File: src/rtl/fetch_controller.sv
// fetch_controller: instruction fetch stage with a one-word registered output,
// decode back-pressure (STALL), halt/redirect control and optional accept counter.
// Optional feature macro: FETCH_PERF_CNT_EN builds the FetchCount accept counter;
// without it FetchCount is tied to zero.
module fetch_controller #(
    parameter logic [31:0] RESET_PC = 32'h0000_0000,
    parameter logic [31:0] PC_LIMIT = 32'h0000_1000
) (
    input  logic        Clk,
    input  logic        Reset,
    output logic [31:0] MemAddress,
    input  logic [31:0] MemInstruction,
    input  logic        Redirect,
    input  logic [31:0] RedirectPC,
    input  logic        Halt,
    input  logic        OutReady,
    output logic        OutValid,
    output logic [31:0] OutInstruction,
    output logic [31:0] OutPC,
    output logic [31:0] FetchCount
);

    typedef enum logic [1:0] {
        RUN    = 2'd0,
        STALL  = 2'd1,
        HALTED = 2'd2
    } state_t;

    state_t      state;
    state_t      state_nxt;

    // PC is kept word-aligned, so only bits [31:2] are stored.
    logic [29:0] pc_p0;
    logic [29:0] pc_nxt;
    logic        vld_p1;
    logic        vld_nxt;
    logic [31:0] instr_p1;
    logic [31:0] pc_p1;
    logic        accept;
    logic        fetch;

    // The two low bits of a redirect target are dropped by design.
    logic        unused_redirect_lsb;
    assign unused_redirect_lsb = ^RedirectPC[1:0];

    // Sequential PC increment: wraps to RESET_PC at PC_LIMIT or on 32-bit overflow.
    function automatic logic [29:0] pc_incr(input logic [29:0] pc);
        logic [30:0] sum;
        sum = {1'b0, pc} + 31'd1;
        if (sum[30] || ({sum[29:0], 2'b00} >= PC_LIMIT))
            pc_incr = RESET_PC[31:2];
        else
            pc_incr = sum[29:0];
    endfunction

    assign accept         = vld_p1 && OutReady;
    assign MemAddress     = {pc_p0, 2'b00};
    assign OutValid       = vld_p1;
    assign OutInstruction = instr_p1;
    assign OutPC          = pc_p1;

    // Next-state and fetch decision; Redirect wins over every state.
    always_comb begin
        state_nxt = state;
        pc_nxt    = pc_p0;
        vld_nxt   = vld_p1;
        fetch     = 1'b0;
        if (Redirect) begin
            pc_nxt    = RedirectPC[31:2];
            vld_nxt   = 1'b0;
            state_nxt = RUN;
        end else begin
            case (state)
                RUN: begin
                    if (vld_p1 && !OutReady) begin
                        state_nxt = STALL;
                    end else if (Halt) begin
                        state_nxt = HALTED;
                        vld_nxt   = 1'b0;
                    end else begin
                        fetch = 1'b1;
                    end
                end
                STALL: begin
                    if (accept) begin
                        if (Halt) begin
                            state_nxt = HALTED;
                            vld_nxt   = 1'b0;
                        end else begin
                            state_nxt = RUN;
                            fetch     = 1'b1;
                        end
                    end
                end
                HALTED: begin
                    vld_nxt = 1'b0;
                end
                default: begin
                    state_nxt = RUN;
                    vld_nxt   = 1'b0;
                end
            endcase
        end
        if (fetch) begin
            pc_nxt  = pc_incr(pc_p0);
            vld_nxt = 1'b1;
        end
    end

    // State register.
    always_ff @(posedge Clk) begin
        if (Reset)
            state <= RUN;
        else
            state <= state_nxt;
    end

    // PC and output register; the output word only changes on a fetch.
    always_ff @(posedge Clk) begin
        if (Reset) begin
            pc_p0    <= RESET_PC[31:2];
            vld_p1   <= 1'b0;
            instr_p1 <= 32'd0;
            pc_p1    <= 32'd0;
        end else begin
            pc_p0  <= pc_nxt;
            vld_p1 <= vld_nxt;
            if (fetch) begin
                instr_p1 <= MemInstruction;
                pc_p1    <= {pc_p0, 2'b00};
            end
        end
    end

`ifdef FETCH_PERF_CNT_EN
    logic [31:0] cnt_p1;

    // Accept counter; an accept coinciding with a Redirect still counts.
    always_ff @(posedge Clk) begin
        if (Reset)
            cnt_p1 <= 32'd0;
        else if (accept)
            cnt_p1 <= cnt_p1 + 32'd1;
    end

    assign FetchCount = cnt_p1;
`else
    assign FetchCount = 32'd0;
`endif

endmodule

File: config.mk
export PLATFORM = sky130hd
export DESIGN_NAME = fetch_controller
export DESIGN_NICKNAME = d
export VERILOG_FILES = /design/src/rtl/fetch_controller.sv
export SDC_FILE = /design/constraint.sdc
export NUM_CORES = 1
export LEC_CHECK = 0
export BUFFER_PORTS_ARGS = -buffer_cell sky130_fd_sc_hd__buf_2
export CORE_MARGIN = 2
export CORE_UTILIZATION = 30
export CTS_CLUSTER_SIZE = 40
export DETAILED_ROUTE_END_ITERATION = 16
export PLACE_DENSITY_LB_ADDON = 0.25
export SYNTH_ARGS = -nofsm -noshare
export SYNTH_HDL_FRONTEND = slang
export SYNTH_SLANG_ARGS = --single-unit
export TNS_END_PERCENT = 50
File: constraint.sdc
create_clock -name Clk -period 2.8 [get_ports Clk]
set_input_delay 0.42 -clock Clk [delete_from_list [all_inputs] [get_ports Clk]]
set_output_delay 0.42 -clock Clk [all_outputs]
set_load 0.005 [all_outputs]
==> impl_metrics.env, run 1 <==
export IMPL_cellPowerDensity_mw_per_mm2=527
export IMPL_synthFlopType="dfxtp_1"
export IMPL_p_leak_nw=2.52
export IMPL_slew_limit_headroom=0.539
export IMPL_min_period_ns=2.55
export IMPL_drt_iter0_markers=184
export IMPL_drc=0
export IMPL_die_y_um=125
export IMPL_endpoint_kind="flop"
export IMPL_first_pass_iters=4
export IMPL_syn_to_final_growth_pct=28.0
export IMPL_crit_type="reg2reg"
export IMPL_pre_cts_ws_ns=0.292
export IMPL_ctsHoldBuffers=0
export IMPL_required_ns=3.07
export IMPL_clk_pin_slew_worst_paths_ns=0.07
export IMPL_use_met3=0.0629
export IMPL_cts_setup_buffers=0
export IMPL_synth_cell_area_mm2=0.00443
export IMPL_synth_top_area_share=0.429
export IMPL_syn_area_per_cell_um2=7.49
export IMPL_gr_total_overflow=0
export IMPL_cts_tree="done"
export IMPL_io_pins=198
export IMPL_root_buffer="clkbuf_16"
export IMPL_vias=4416
export IMPL_fp_coreArea_mm2=0.0145
export IMPL_seq_area_frac_synth=0.429
export IMPL_start_util=0.306
export IMPL_clkLatencyLatePin_ns=0.35
export IMPL_antenna_found_initial=6
export IMPL_fin_util=0.392
export IMPL_placed_area_mm2=0.00539
export IMPL_synth_seq_cells=95
export IMPL_yosysWarnings=0
export IMPL_ys_types=44
export IMPL_drtAntennaViolNets=0
export IMPL_grt_start_max_net_pins=63
export IMPL_place_congestion=0.779
export IMPL_cp_start_kind="flop"
export IMPL_wl_per_cell_um=13.9
export IMPL_cts_sinks=95
export IMPL_use_met2=0.249
export IMPL_status="finished clean"
export IMPL_grt_pass1_vias=4034
export IMPL_crit_fanout=11
export IMPL_cts_buffers=9
export IMPL_grtUsageTotal=0.166
export IMPL_htreeDepth=3
export IMPL_ys_async_sr_fraction=0
export IMPL_r2r_slack_ns=0.25
export IMPL_setup_viol=0
export IMPL_grt_busiest_layer="met2"
export IMPL_met1_usage=0.215
export IMPL_crit_arrival_ns=2.82
export IMPL_layout_setup_ws_ns=0.253
export IMPL_rsz0062_at_grt="no"
export IMPL_drv_cap=0
export IMPL_fmax_mhz=393
export IMPL_dieWidth_um=125
export IMPL_synth_edff_count=0
export IMPL_ys_top_cells_by_count="nand2_1 (172), a21oi_1 (100), dfxtp_1 (95)"
export IMPL_hold_viol=0
export IMPL_yosys_top_cells_area="dfxtp_1 (43%), nand2_1 (15%), a21oi_1 (11%)"
export IMPL_via_per_inst=4.69
export IMPL_slew_violations=0
export IMPL_grt_pass1_wl_um=21000
export IMPL_vdd_ir_drop_max_mv=0.277
export IMPL_io_buffers=159
export IMPL_synth_top_cell_by_area="dfxtp_1"
export IMPL_fin_skew_ns=0.00602
export IMPL_wl_um=13100
export IMPL_rows=44
export IMPL_finalCritPeriodShare=0.910
export IMPL_dp_hpwl_um=9060
export IMPL_yosys_cell_count_top_type="nand2_1"
export IMPL_worst_pin_slew_ns=0.692
export IMPL_postSynthCellCount=591
export IMPL_dieArea_mm2=0.0157
export IMPL_stdcell_area_mm2=0.00567
export IMPL_ctsLongestPathBuffers=2
export IMPL_drive_gt1_frac=0.290
export IMPL_timing_setup_tns_ns=0
export IMPL_hold_path_class="in2reg"
export IMPL_post_cts_resized=0
export IMPL_nets=819
[registers in the layout, summed over array words and instances, names as in the netlist]
name / flops
state: 2
pc_p0: 30
OutPC: 30
OutInstruction: 32
OutValid: 1
[cell usage in the layout (no fill, tap or decap), drive strengths merged, types with 5 or more instances in the layout]
cell / Yosys / layout
nand2: 172 / 172
xnor2: 5 / 5
a21oi: 100 / 100
and3: 6 / 6
nor3: 7 / 7
nand3: 27 / 27
nand4: 12 / 12
a211oi: 6 / 6
nor2: 22 / 22
buf: 44 / 191
nor4: 7 / 7
clkbuf: 35 / 10
dfxtp: 95 / 95
o21ai: 16 / 16
conb: 1 / 36
[worst max-delay path, cell delays in order (launching register included)]
cell	delay (ns)
dfxtp_1	0.52
nand2_1	0.19
or3_1	0.44
a211o_1	0.25
a21oi_1	0.14
nand4_1	0.10
and4bb_1	0.39
buf_4	0.17
nand2_1	0.06
a211oi_2	0.19
[layout make-up]
cell class	instances	area (um2)
clock buffer	10	229
timing repair buffer	191	1050
multi-input combinational	449	2200
antenna	4	10.0
inverter	3	11.3
clock inverter	6	37.5
fill	1587	8810
tap	184	230
sequential	95	1900
[report_power, final]
group          switching, mW  internal (mW)
combinational          0.239          0.163
clock                  0.539          0.598
sequential            0.0405           1.41
total                  0.818           2.17
[kinds of logic (layout without fill, tap and decap cells)]
group / count (synthesis) / count (layout) / synth area share
simple gates: 269 / 269 / 0.274
compound gates: 132 / 132 / 0.164
flops: 95 / 95 / 0.429
buf+inv: 82 / 210 / 0.106
xor+xnor: 7 / 7 / 0.0138
mux: 4 / 4 / 0.00904
fa+ha+maj: 1 / 1 / 0.00283
other cells: 1 / 40 / 0.000847
[routing by layer]
layer,wire (um),vias up
li1,-,2248
met1,5970,1999
met2,5710,144
met3,1140,21
met4,259,4
met5,27,-
[final timing paths]
kind,start,end,cells past startpoint
max,pc_p0[3],pc_p0[1],9
min,MemInstruction[5],OutInstruction[5],3
max reg2reg,pc_p0[3],pc_p0[1],9
min reg2reg,OutInstruction[6],OutInstruction[6],2
[through the flow]
stage,std cells,hold WS (ns),total power [mW]
finish,942,0.300,2.99
global placement,922,0.440,1.88
detailed placement,922,0.443,1.88
global route,938,0.298,3.14
floorplan,626,0.453,1.73
CTS,938,0.281,3.04
No activity file was read; power rests on OpenSTA's default activity.
==> run 2, diff against run 1 <==
- BUFFER_PORTS_ARGS: -buffer_cell sky130_fd_sc_hd__buf_2 -> not set
- DONT_BUFFER_PORTS: not set -> 1
- SLEW_MARGIN: not set -> 20
==> impl_metrics.env, run 2 (synthesis gave the netlist of run 1 again) <==
export IMPL_status="finished clean"
export IMPL_layout_cells_non_filler=774
export IMPL_dp_hpwl_um=8830
export IMPL_p_leak_nw=1.75
export IMPL_cpLargestDelayFamily="simple AND/OR/NAND/NOR gates"
export IMPL_fmax_mhz=390
export IMPL_drc=0
export IMPL_slew_limit_headroom=0.559
export IMPL_hold_end="OutPC[20]"
export IMPL_cts_sinks=95
export IMPL_slew_violations=0
export IMPL_r2r_slack_ns=0.23
export IMPL_cts_setup_buffers=0
export IMPL_crit_reg2reg_launch="pc_p0[1]"
export IMPL_cp_common_cell="a21oi_1"
export IMPL_dieArea_mm2=0.0157
export IMPL_grtUsageTotal=0.159
export IMPL_fp_coreArea_mm2=0.0145
export IMPL_drtAntennaViolNets=0
export IMPL_worst_pin_slew_ns=0.662
export IMPL_crit_buf_inv=1
export IMPL_drive_gt1_frac=0.0951
export IMPL_via_per_inst=5.03
export IMPL_fin_skew_ns=0.00604
export IMPL_grt_pass1_vias=3787
export IMPL_rows=44
export IMPL_vias=3893
export IMPL_hold_viol=0
export IMPL_rsz0062_at_grt="no"
export IMPL_required_ns=3.08
export IMPL_min_period_ns=2.57
export IMPL_crit_type="reg2reg"
export IMPL_final_cell_mix="nand2_1 (171), a21oi_1 (100), dfxtp_1 (95), conb_1 (36), nand3_1 (27)"
export IMPL_timing_setup_tns_ns=0
export IMPL_grt_pass1_wl_um=20000
export IMPL_gr_total_overflow=0
export IMPL_cellPowerDensity_mw_per_mm2=612
export IMPL_endpoint_kind="flop"
export IMPL_hold_path_class="in2reg"
export IMPL_multi_input_area_mm2=0.00220
export IMPL_antenna_found_initial=1
export IMPL_die_y_um=125
export IMPL_cpMaxStageDelayCell="and4bb_2"
export IMPL_wl_per_cell_um=16.4
export IMPL_crit_arrival_ns=2.85
export IMPL_clk_pin_slew_worst_paths_ns=0.07
export IMPL_nets=654
export IMPL_largest_register_ffs=32
export IMPL_place_congestion=0.778
export IMPL_io_pins=198
export IMPL_syn_to_final_growth_pct=9.52
export IMPL_dieWidth_um=125
export IMPL_min_path_cells=1
export IMPL_cts_tree="done"
export IMPL_r2r_end="pc_p0[6]"
export IMPL_start_util=0.306
export IMPL_root_buffer="clkbuf_16"
export IMPL_grt_start_max_net_pins=96
export IMPL_clkLatencyLatePin_ns=0.35
export IMPL_drv_cap=0
export IMPL_cts_buffers=9
export IMPL_hold_start="Reset"
export IMPL_reg2reg_depth=10
export IMPL_place_inst=757
export IMPL_crit_fanout=8
export IMPL_first_pass_iters=5
export IMPL_cpPeakStageDelay_ns=0.42
export IMPL_register_area_mm2=0.00190
export IMPL_n_fill_cell=1537
export IMPL_cp_start_kind="flop"
export IMPL_finalCritPeriodShare=0.916
export IMPL_io_buffers=0
export IMPL_ctsLongestPathBuffers=2
export IMPL_final_common_cell="nand2_1"
export IMPL_wl_um=12700
export IMPL_drt_iter0_markers=191
export IMPL_setup_viol=0
export IMPL_vdd_ir_drop_max_mv=0.247
export IMPL_crit_path_cell_trace="ha_1 > and4_4 > or3_1 > a211o_1 > a21oi_1 > nand4_1 > and4bb_2 > buf_4 > nand2_1 > a21oi_1"
export IMPL_htreeDepth=3
[run 2: metrics by stage]
step	utilization	setup slack, ns	power [mW]	instance area, um2	hold slack, ns
2_1_floorplan	-	0.317	1.73	4560	0.453
3_5_place_dp	0.314	0.150	1.76	4550	0.465
5_1_grt	0.335	0.0825	3.10	4850	0.120
3_3_place_gp	0.314	0.185	1.75	4550	0.455
4_1_cts	0.335	0.110	3.00	4850	0.120
6_report	0.335	0.235	2.97	4850	0.133
[run 2: worst max path at each step]
| stage | startpoint | end | slack (ns) | cells after the start |
|---|---|---|---|---|
| floorplan | pc_p0[0] | pc_p0[8] | 0.32 | 11 |
| global placement | pc_p0[1] | pc_p0[5] | 0.19 | 10 |
| detailed placement | pc_p0[1] | pc_p0[6] | 0.15 | 10 |
| CTS | pc_p0[1] | pc_p0[6] | 0.11 | 10 |
| global route | pc_p0[1] | pc_p0[5] | 0.08 | 10 |
| finish | pc_p0[1] | pc_p0[6] | 0.23 | 10 |
[run 2: layout make-up]
type | count | share of cell area
multi-input combinational | 449 | 0.453
sequential | 95 | 0.392
tap | 184 | 0.0475
clock buffer | 9 | 0.0464
timing repair buffer | 26 | 0.0428
clock inverter | 7 | 0.0150
inverter | 3 | 0.00232
antenna | 1 | 0.000516
[run 2: metal layers]
layer  share of wire  up-vias  track usage  wire, um
met5               0        -            0         0
met4          0.0077        0       0.0484        98
met3            0.12        7       0.0774      1490
met2            0.47      165        0.260      5910
met1            0.41     1806        0.184      5200
li1                -     1915            -         -
[run 2: what timing repair did]
action,CTS,global route
setup endpoints to repair,0,1
gates resized for setup,0,1
hold buffers,0,0
[run 2: where the power goes]
group | leakage, nW | total (mW) | switching (mW) | internal, mW
Combinational | 0.833 | 0.258 | 0.164 | 0.0931
Clock | 0.142 | 1.24 | 0.551 | 0.694
Sequential | 0.775 | 1.47 | 0.0578 | 1.41
Total | 1.75 | 2.97 | 0.773 | 2.19
